**src/rtl/wr_arria10_xcvr_rst_seq.sv**
```systemverilog
// Soft reset sequencer for an Arria 10 transceiver channel (WR PHY).
// Drives PLL, TX and RX analog/digital resets from PLL lock, calibration
// busy and CDR lock status, with CDR-lock timeout/retry and runtime
// re-sequencing requests.
//
// Ports:
//   clock_i               free-running system clock (rising edge)
//   reset_i               asynchronous active-high block reset
//   tx_reset_req_i        sync pulse: restart TX (and RX) sequence
//   rx_reset_req_i        sync pulse: restart RX sequence
//   pll_locked_i          async ATX PLL lock status
//   tx_cal_busy_i         async TX calibration busy
//   rx_is_lockedtodata_i  async CDR lock status
//   rx_cal_busy_i         async RX calibration busy
//   pll_powerdown_o, tx_analogreset_o, tx_digitalreset_o   TX-side resets
//   rx_analogreset_o, rx_digitalreset_o                    RX-side resets
//   tx_ready_o, rx_ready_o                                 ready flags
//   rx_retry_cnt_o        saturating count of CDR timeouts since reset
//
// TX FSM
//   state      | meaning
//   TX_PLL_PD  | PLL powered down, all TX resets held
//   TX_CAL     | PLL powered, waiting for TX calibration to finish
//   TX_LOCK    | analog released, waiting for stable PLL lock
//   TX_READY   | digital released, TX usable
// RX FSM
//   state       | meaning
//   RX_ANALOG   | analog reset held for a minimum time, waiting on TX/cal
//   RX_WAIT_CDR | analog released, waiting for stable CDR lock or timeout
//   RX_READY    | digital released, RX usable
module wr_arria10_xcvr_rst_seq #(
    parameter int G_PLL_PD_CYCLES     = 1000,
    parameter int G_ANALOG_MIN_CYCLES = 700,
    parameter int G_TX_LOCK_CYCLES    = 100,
    parameter int G_RX_LTD_CYCLES     = 4000,
    parameter int G_CDR_TIMEOUT       = 200000
) (
    input  logic       clock_i,
    input  logic       reset_i,
    input  logic       tx_reset_req_i,
    input  logic       rx_reset_req_i,
    input  logic       pll_locked_i,
    input  logic       tx_cal_busy_i,
    input  logic       rx_is_lockedtodata_i,
    input  logic       rx_cal_busy_i,
    output logic       pll_powerdown_o,
    output logic       tx_analogreset_o,
    output logic       tx_digitalreset_o,
    output logic       rx_analogreset_o,
    output logic       rx_digitalreset_o,
    output logic       tx_ready_o,
    output logic       rx_ready_o,
    output logic [7:0] rx_retry_cnt_o
);

    function automatic int max2(int a, int b);
        return (a > b) ? a : b;
    endfunction

    localparam int C_MAX = max2(max2(max2(G_PLL_PD_CYCLES, G_ANALOG_MIN_CYCLES),
                                     max2(G_TX_LOCK_CYCLES, G_RX_LTD_CYCLES)),
                                G_CDR_TIMEOUT);
    localparam int CNT_W = $clog2(C_MAX) + 1;
    typedef logic [CNT_W-1:0] cnt_t;

    // PLL powerdown transitions on the edge that would make the count reach
    // its length, so pll_powerdown spans exactly G_PLL_PD_CYCLES cycles.
    localparam cnt_t C_PD_LAST = cnt_t'(G_PLL_PD_CYCLES - 1);
    localparam cnt_t C_TX_LOCK = cnt_t'(G_TX_LOCK_CYCLES);
    localparam cnt_t C_ANA_MIN = cnt_t'(G_ANALOG_MIN_CYCLES);
    localparam cnt_t C_RX_LTD  = cnt_t'(G_RX_LTD_CYCLES);
    localparam cnt_t C_CDR_TMO = cnt_t'(G_CDR_TIMEOUT);

    typedef enum logic [1:0] {TX_PLL_PD, TX_CAL, TX_LOCK, TX_READY} tx_state_t;
    typedef enum logic [1:0] {RX_ANALOG, RX_WAIT_CDR, RX_READY} rx_state_t;

    // Bit order: {rx_cal_busy, rx_is_lockedtodata, tx_cal_busy, pll_locked}.
    // Busy flags reset to 1 so nothing is released before real status arrives.
    localparam logic [3:0] C_SYNC_RST = 4'b1010;

    logic [3:0] sync1_q, sync2_q;
    logic       pll_locked_s, tx_cal_busy_s, rx_ltd_s, rx_cal_busy_s;

    tx_state_t  tx_state_q, tx_state_d;
    rx_state_t  rx_state_q, rx_state_d;
    cnt_t       tx_cnt_q, tx_cnt_d;
    cnt_t       rx_cnt_q, rx_cnt_d;
    cnt_t       rx_tmo_q, rx_tmo_d;
    logic [7:0] retry_q, retry_d;

    logic pll_pd_q, pll_pd_d;
    logic tx_ana_q, tx_ana_d;
    logic tx_dig_q, tx_dig_d;
    logic rx_ana_q, rx_ana_d;
    logic rx_dig_q, rx_dig_d;
    logic tx_rdy_q, tx_rdy_d;
    logic rx_rdy_q, rx_rdy_d;

    assign pll_locked_s  = sync2_q[0];
    assign tx_cal_busy_s = sync2_q[1];
    assign rx_ltd_s      = sync2_q[2];
    assign rx_cal_busy_s = sync2_q[3];

    always_ff @(posedge clock_i or posedge reset_i) begin
        if (reset_i) begin
            sync1_q <= C_SYNC_RST;
            sync2_q <= C_SYNC_RST;
        end else begin
            sync1_q <= {rx_cal_busy_i, rx_is_lockedtodata_i, tx_cal_busy_i, pll_locked_i};
            sync2_q <= sync1_q;
        end
    end

    always_comb begin
        tx_state_d = tx_state_q;
        tx_cnt_d   = tx_cnt_q;
        if (tx_reset_req_i) begin
            tx_state_d = TX_PLL_PD;
            tx_cnt_d   = '0;
        end else begin
            case (tx_state_q)
                TX_PLL_PD: begin
                    if (tx_cnt_q == C_PD_LAST) begin
                        tx_state_d = TX_CAL;
                        tx_cnt_d   = '0;
                    end else begin
                        tx_cnt_d = tx_cnt_q + 1'b1;
                    end
                end
                TX_CAL: begin
                    if (!tx_cal_busy_s) begin
                        tx_state_d = TX_LOCK;
                        tx_cnt_d   = '0;
                    end
                end
                TX_LOCK: begin
                    if (tx_cnt_q == C_TX_LOCK) begin
                        tx_state_d = TX_READY;
                        tx_cnt_d   = '0;
                    end else if (pll_locked_s) begin
                        tx_cnt_d = tx_cnt_q + 1'b1;
                    end else begin
                        tx_cnt_d = '0;
                    end
                end
                TX_READY: begin
                    if (!pll_locked_s) begin
                        tx_state_d = TX_LOCK;
                        tx_cnt_d   = '0;
                    end
                end
                default: begin
                    tx_state_d = TX_PLL_PD;
                    tx_cnt_d   = '0;
                end
            endcase
        end
    end

    // RX is gated on the registered tx_ready: losing TX anywhere past
    // RX_ANALOG drops RX back to holding its analog reset.
    always_comb begin
        rx_state_d = rx_state_q;
        rx_cnt_d   = rx_cnt_q;
        rx_tmo_d   = rx_tmo_q;
        retry_d    = retry_q;
        if (tx_reset_req_i || rx_reset_req_i) begin
            rx_state_d = RX_ANALOG;
            rx_cnt_d   = '0;
            rx_tmo_d   = '0;
        end else begin
            case (rx_state_q)
                RX_ANALOG: begin
                    if ((rx_cnt_q >= C_ANA_MIN) && !rx_cal_busy_s && tx_rdy_q) begin
                        rx_state_d = RX_WAIT_CDR;
                        rx_cnt_d   = '0;
                        rx_tmo_d   = '0;
                    end else if (rx_cnt_q < C_ANA_MIN) begin
                        rx_cnt_d = rx_cnt_q + 1'b1;
                    end
                end
                RX_WAIT_CDR: begin
                    if (!tx_rdy_q) begin
                        rx_state_d = RX_ANALOG;
                        rx_cnt_d   = '0;
                        rx_tmo_d   = '0;
                    end else if (rx_cnt_q == C_RX_LTD) begin
                        rx_state_d = RX_READY;
                        rx_cnt_d   = '0;
                        rx_tmo_d   = '0;
                    end else if (rx_tmo_q == C_CDR_TMO) begin
                        rx_state_d = RX_ANALOG;
                        rx_cnt_d   = '0;
                        rx_tmo_d   = '0;
                        if (retry_q != 8'hFF) begin
                            retry_d = retry_q + 8'd1;
                        end
                    end else begin
                        rx_cnt_d = rx_ltd_s ? (rx_cnt_q + 1'b1) : '0;
                        rx_tmo_d = rx_tmo_q + 1'b1;
                    end
                end
                RX_READY: begin
                    if (!tx_rdy_q) begin
                        rx_state_d = RX_ANALOG;
                        rx_cnt_d   = '0;
                        rx_tmo_d   = '0;
                    end else if (!rx_ltd_s) begin
                        rx_state_d = RX_WAIT_CDR;
                        rx_cnt_d   = '0;
                        rx_tmo_d   = '0;
                    end
                end
                default: begin
                    rx_state_d = RX_ANALOG;
                    rx_cnt_d   = '0;
                    rx_tmo_d   = '0;
                end
            endcase
        end
    end

    // Outputs are decoded from the next state and registered, so they change
    // on the same edge as the state they belong to.
    always_comb begin
        pll_pd_d = (tx_state_d == TX_PLL_PD);
        tx_ana_d = (tx_state_d == TX_PLL_PD) || (tx_state_d == TX_CAL);
        tx_dig_d = (tx_state_d != TX_READY);
        tx_rdy_d = (tx_state_d == TX_READY);
        rx_ana_d = (rx_state_d == RX_ANALOG);
        rx_dig_d = (rx_state_d != RX_READY);
        rx_rdy_d = (rx_state_d == RX_READY);
    end

    always_ff @(posedge clock_i or posedge reset_i) begin
        if (reset_i) begin
            tx_state_q <= TX_PLL_PD;
            rx_state_q <= RX_ANALOG;
            tx_cnt_q   <= '0;
            rx_cnt_q   <= '0;
            rx_tmo_q   <= '0;
            retry_q    <= '0;
            pll_pd_q   <= 1'b1;
            tx_ana_q   <= 1'b1;
            tx_dig_q   <= 1'b1;
            rx_ana_q   <= 1'b1;
            rx_dig_q   <= 1'b1;
            tx_rdy_q   <= 1'b0;
            rx_rdy_q   <= 1'b0;
        end else begin
            tx_state_q <= tx_state_d;
            rx_state_q <= rx_state_d;
            tx_cnt_q   <= tx_cnt_d;
            rx_cnt_q   <= rx_cnt_d;
            rx_tmo_q   <= rx_tmo_d;
            retry_q    <= retry_d;
            pll_pd_q   <= pll_pd_d;
            tx_ana_q   <= tx_ana_d;
            tx_dig_q   <= tx_dig_d;
            rx_ana_q   <= rx_ana_d;
            rx_dig_q   <= rx_dig_d;
            tx_rdy_q   <= tx_rdy_d;
            rx_rdy_q   <= rx_rdy_d;
        end
    end

    assign pll_powerdown_o   = pll_pd_q;
    assign tx_analogreset_o  = tx_ana_q;
    assign tx_digitalreset_o = tx_dig_q;
    assign rx_analogreset_o  = rx_ana_q;
    assign rx_digitalreset_o = rx_dig_q;
    assign tx_ready_o        = tx_rdy_q;
    assign rx_ready_o        = rx_rdy_q;
    assign rx_retry_cnt_o    = retry_q;

endmodule

```
**config.mk**
```make
export PLATFORM = sky130hd
export DESIGN_NAME = wr_arria10_xcvr_rst_seq
export DESIGN_NICKNAME = d
export VERILOG_FILES = /design/src/rtl/wr_arria10_xcvr_rst_seq.sv
export SDC_FILE = /design/constraint.sdc
export NUM_CORES = 1
export LEC_CHECK = 0
export BUFFER_PORTS_ARGS = -buffer_cell sky130_fd_sc_hd__clkbuf_2
export CORE_MARGIN = 10
export CORE_UTILIZATION = 35
export CTS_CLUSTER_SIZE = 25
export DETAILED_ROUTE_END_ITERATION = 7
export SLEW_MARGIN = 20
export SYNTH_ARGS = -nofsm -noshare
export SYNTH_HDL_FRONTEND = slang
export SYNTH_SLANG_ARGS = --single-unit
```
**constraint.sdc**
```tcl
create_clock -name clock_i -period 6.35 [get_ports clock_i]
set_clock_uncertainty 0.1 [all_clocks]
set_input_delay 0.9525 -clock clock_i [delete_from_list [all_inputs] [get_ports clock_i]]
set_output_delay 0.9525 -clock clock_i [all_outputs]
set_load 0.01 [all_outputs]
```
==> out/results.tsv <==
stage	metric	value	unit
timing	clock.fmax	343.0	MHz
placement	io_buffers	22	
logic_synthesis	synth_cells	470	
grt	antenna_found_initial	0	
critical_path	rr_startpoint	rx_cnt_q[0]	
hold_path	worstHoldPathType	reg2reg	
run	drv_cap	0	
cells_and_area	antennaDiodeCount	0	
critical_path	arrival	3020	ps
critical_path	cp.required	6460	ps
power	p_per_area	218.1	nW/um^2
floorplan	start_util	0.3633	
timing	setup_viol	0	
drt	wl_met1	4.632	mm
grt	grt.total_usage	0.1120	
cts	htree_levels	3	
cts	cts_setup_buffers	0	
cells_and_area	nFillCells	1197	
logic_synthesis	ys_seq_area_frac	0.4783	
power	ir_drop	0.1271	mV
logic_synthesis	yosys_warnings	0	
critical_path	crit_start	rx_cnt_q[0]	
cts	clk_latency	340	ps
timing	whs	251.0	ps
critical_path	path_class	reg2reg	
timing	period_needed	2916	ps
drt	top_layer	met4	
floorplan	fp-row-count	40	
placement	dp_hpwl	6.602	mm
cells_and_area	multi_input_area	2128	um^2
timing	rsz0062_at_grt	false	
drt	ant_nets	0	
critical_path	worstPathMaxFanout	13	
cells_and_area	regArea	2113	um^2
grt	first_global_vias	3424	
drt	dr.pass1.iters	4	
run_status	status	complete, no violations	
critical_path	cp_num_cells	8	
logic_synthesis	synth_edf_count	0	
critical_path	max_stage_delay	540	ps
timing	hold_viol_final	0	
cts	root_buffer	clkbuf_16	
critical_path	crit_buf_inv	1	
grt	grt_overflow	0	
cts	cts_tree	done	
cells_and_area	drive_above_1_share	0.1318	
cts	path_clk_slew	60	ps
cts	cts_resized	0	
timing	report.final.slew_viol_count	0	
drt	wirelength	9.656	mm
drt	viasPerCell	5.324	
grt	grt_max_degree	85	
critical_path	reg2reg_slack	3430	ps
logic_synthesis	synthArstFlopShare	1.000	
floorplan	die_x	132.4	um
timing	tns	0	ps
cts	cts_sinks	84	
logic_synthesis	netlist_area	4418	um^2
floorplan	coreArea	12160	um^2
timing	period_share	0.4592	
drt	vias	3519	
logic_synthesis	yosys_register_bits	84	
critical_path	worstPathCellList	inv_1 -> ha_1 -> or4bb_1 -> nor2_1 -> a31o_2 -> o21ai_2 -> nand3b_1 -> o41ai_1	
cts	postCtsHoldBufs	0	
critical_path	cp-endpoint	rx_cnt_q[11]	
critical_path	r2r_end	rx_cnt_q[11]	
grt	grt_pass1_wl	16.55	mm
floorplan	fp.dieH	132.4	um
critical_path	slowest_stage	nand3b_1	
timing	timing.slew.headroom	0.4176	
floorplan	io_pins	23	
cells_and_area	final_common_cell	dfrtp_1	
drt	wl_met2	4.526	mm
critical_path	cp-start-kind	flop	
drt	drt_drc_violations_left	0	
cts	clockBufferDepth	2	
drt	drt_iter0_markers	214	
cells_and_area	fin_nets	503	
critical_path	critPathCaptureType	flop	
logic_synthesis	synth_cell_types	61	
logic_synthesis	syn-mean-instance-area	9.400	um^2
power	total_power	1.083	mW
timing	tightest_slew	867.7	ps
placement	gp_congestion	0.7994	
drt	routedWlPerCell	14.61	um
logic_synthesis	synth_fp_nets	485	
drt	wl_met3	405	um
critical_path	worstRegToRegCells	8	
critical_path	crit_family	compound AO/OA/AOI/OAI gates	
cells_and_area	final_cell_mix	75 x dfrtp_1, 48 x nand2_1, 44 x nor2_1	
floorplan	dieArea	17520	um^2
cells_and_area	layout-area-overhead-vs-synth	12.43	%
logic_synthesis	synth-main-ff-cell	dfrtp_1	
power	leakagePower	2.050	nW
cts	cts_inserted_buffers	9	
layout make-up:
cell class	count	area share
multi-input combinational	345	0.4285
clock inverter	2	0.002015
clock buffer	14	0.05516
inverter	22	0.01688
sequential	84	0.4254
timing repair buffer	26	0.02972
tap	168	0.04232
cells in the mapped netlist (all sizes together) (3+ instances only):
cell type	number	area share
or4	4	0.0076
nand4	13	0.018
nor2	46	0.043
dfstp	9	0.054
and4	4	0.0079
o21ai	23	0.027
ha	7	0.020
xor2	13	0.026
o41ai	3	0.0059
or3	4	0.0057
nand3	30	0.035
o31ai	6	0.010
inv	22	0.019
a21oi	16	0.018
nor3b	3	0.0051
xnor2	19	0.038
dfrtp	75	0.42
and3	15	0.021
clkbuf	8	0.0068
a22oi	3	0.0051
nor4	11	0.016
nand2	48	0.041
buf	11	0.014
a21o	3	0.0051
nor3	21	0.024
o22ai	8	0.011
a31oi	7	0.0099
nor4bb	3	0.0068
a32oi	4	0.0079
cells by family after synthesis:
logic type | share of synthesized area
flip-flops | 0.4783
adder cells (fa/ha/maj) | 0.01982
XOR/XNOR | 0.06344
multiplexers | 0.007363
AO/OA/AOI/OAI | 0.1314
AND/OR/NAND/NOR | 0.2597
buffers and inverters | 0.03993
flip-flops by register name, indices dropped and copies added (netlist names):
signal	count
rx_retry_cnt_o	8
tx_state_q	2
tx_digitalreset_o	1
tx_cnt_q	19
rx_ready_o	1
sync1_q	4
sync2_q	4
tx_analogreset_o	1
pll_powerdown_o	1
rx_analogreset_o	1
rx_state_q	2
rx_tmo_q	19
tx_ready_o	1
rx_digitalreset_o	1
rx_cnt_q	19
how the worst min path moves through the flow:
stage,start,endpoint,slack [ps],cells past startpoint
final,sync1_q[2],sync2_q[2],250,0
after global routing,sync1_q[2],sync2_q[2],260,0
after global placement,sync1_q[2],sync2_q[2],240,0
after CTS,sync1_q[2],sync2_q[2],250,0
after detailed placement,sync1_q[2],sync2_q[2],240,0
after floorplan,sync1_q[0],sync2_q[0],230,0
layer usage:
layer | GRT usage | vias up
met1 | 0.1466 | 1704
met3 | 0.03277 | 7
met5 | 0 | -
met4 | 0.04218 | 0
li1 | - | 1738
met2 | 0.1700 | 70
worst reg2reg max path, delay by kind of cell (launching register included):
family	cells	cell delay, ps
AOI/OAI and AO/OA	3	1240
adders and majority gates	1	190
buffers and inverters	1	60
DFF	1	410
and+or+nand+nor	3	780
power by group:
group / switching [mW] / internal (mW)
Clock: 0.203 / 0.296
Sequential: 0.00472 / 0.541
Combinational: 0.0279 / 0.0104
stage by stage:
step                area, um^2  instances    util  worst slack (ps)
floorplan                 4418        470       -              3147
global placement          4668        644  0.3838              3096
detailed placement        4668        644  0.3838              3012
CTS                       4952        660  0.4072              3381
global route              4967        661  0.4084              3204
finish                    4967        661  0.4084              3434
Note: power is estimated with default switching activity, not from simulation.
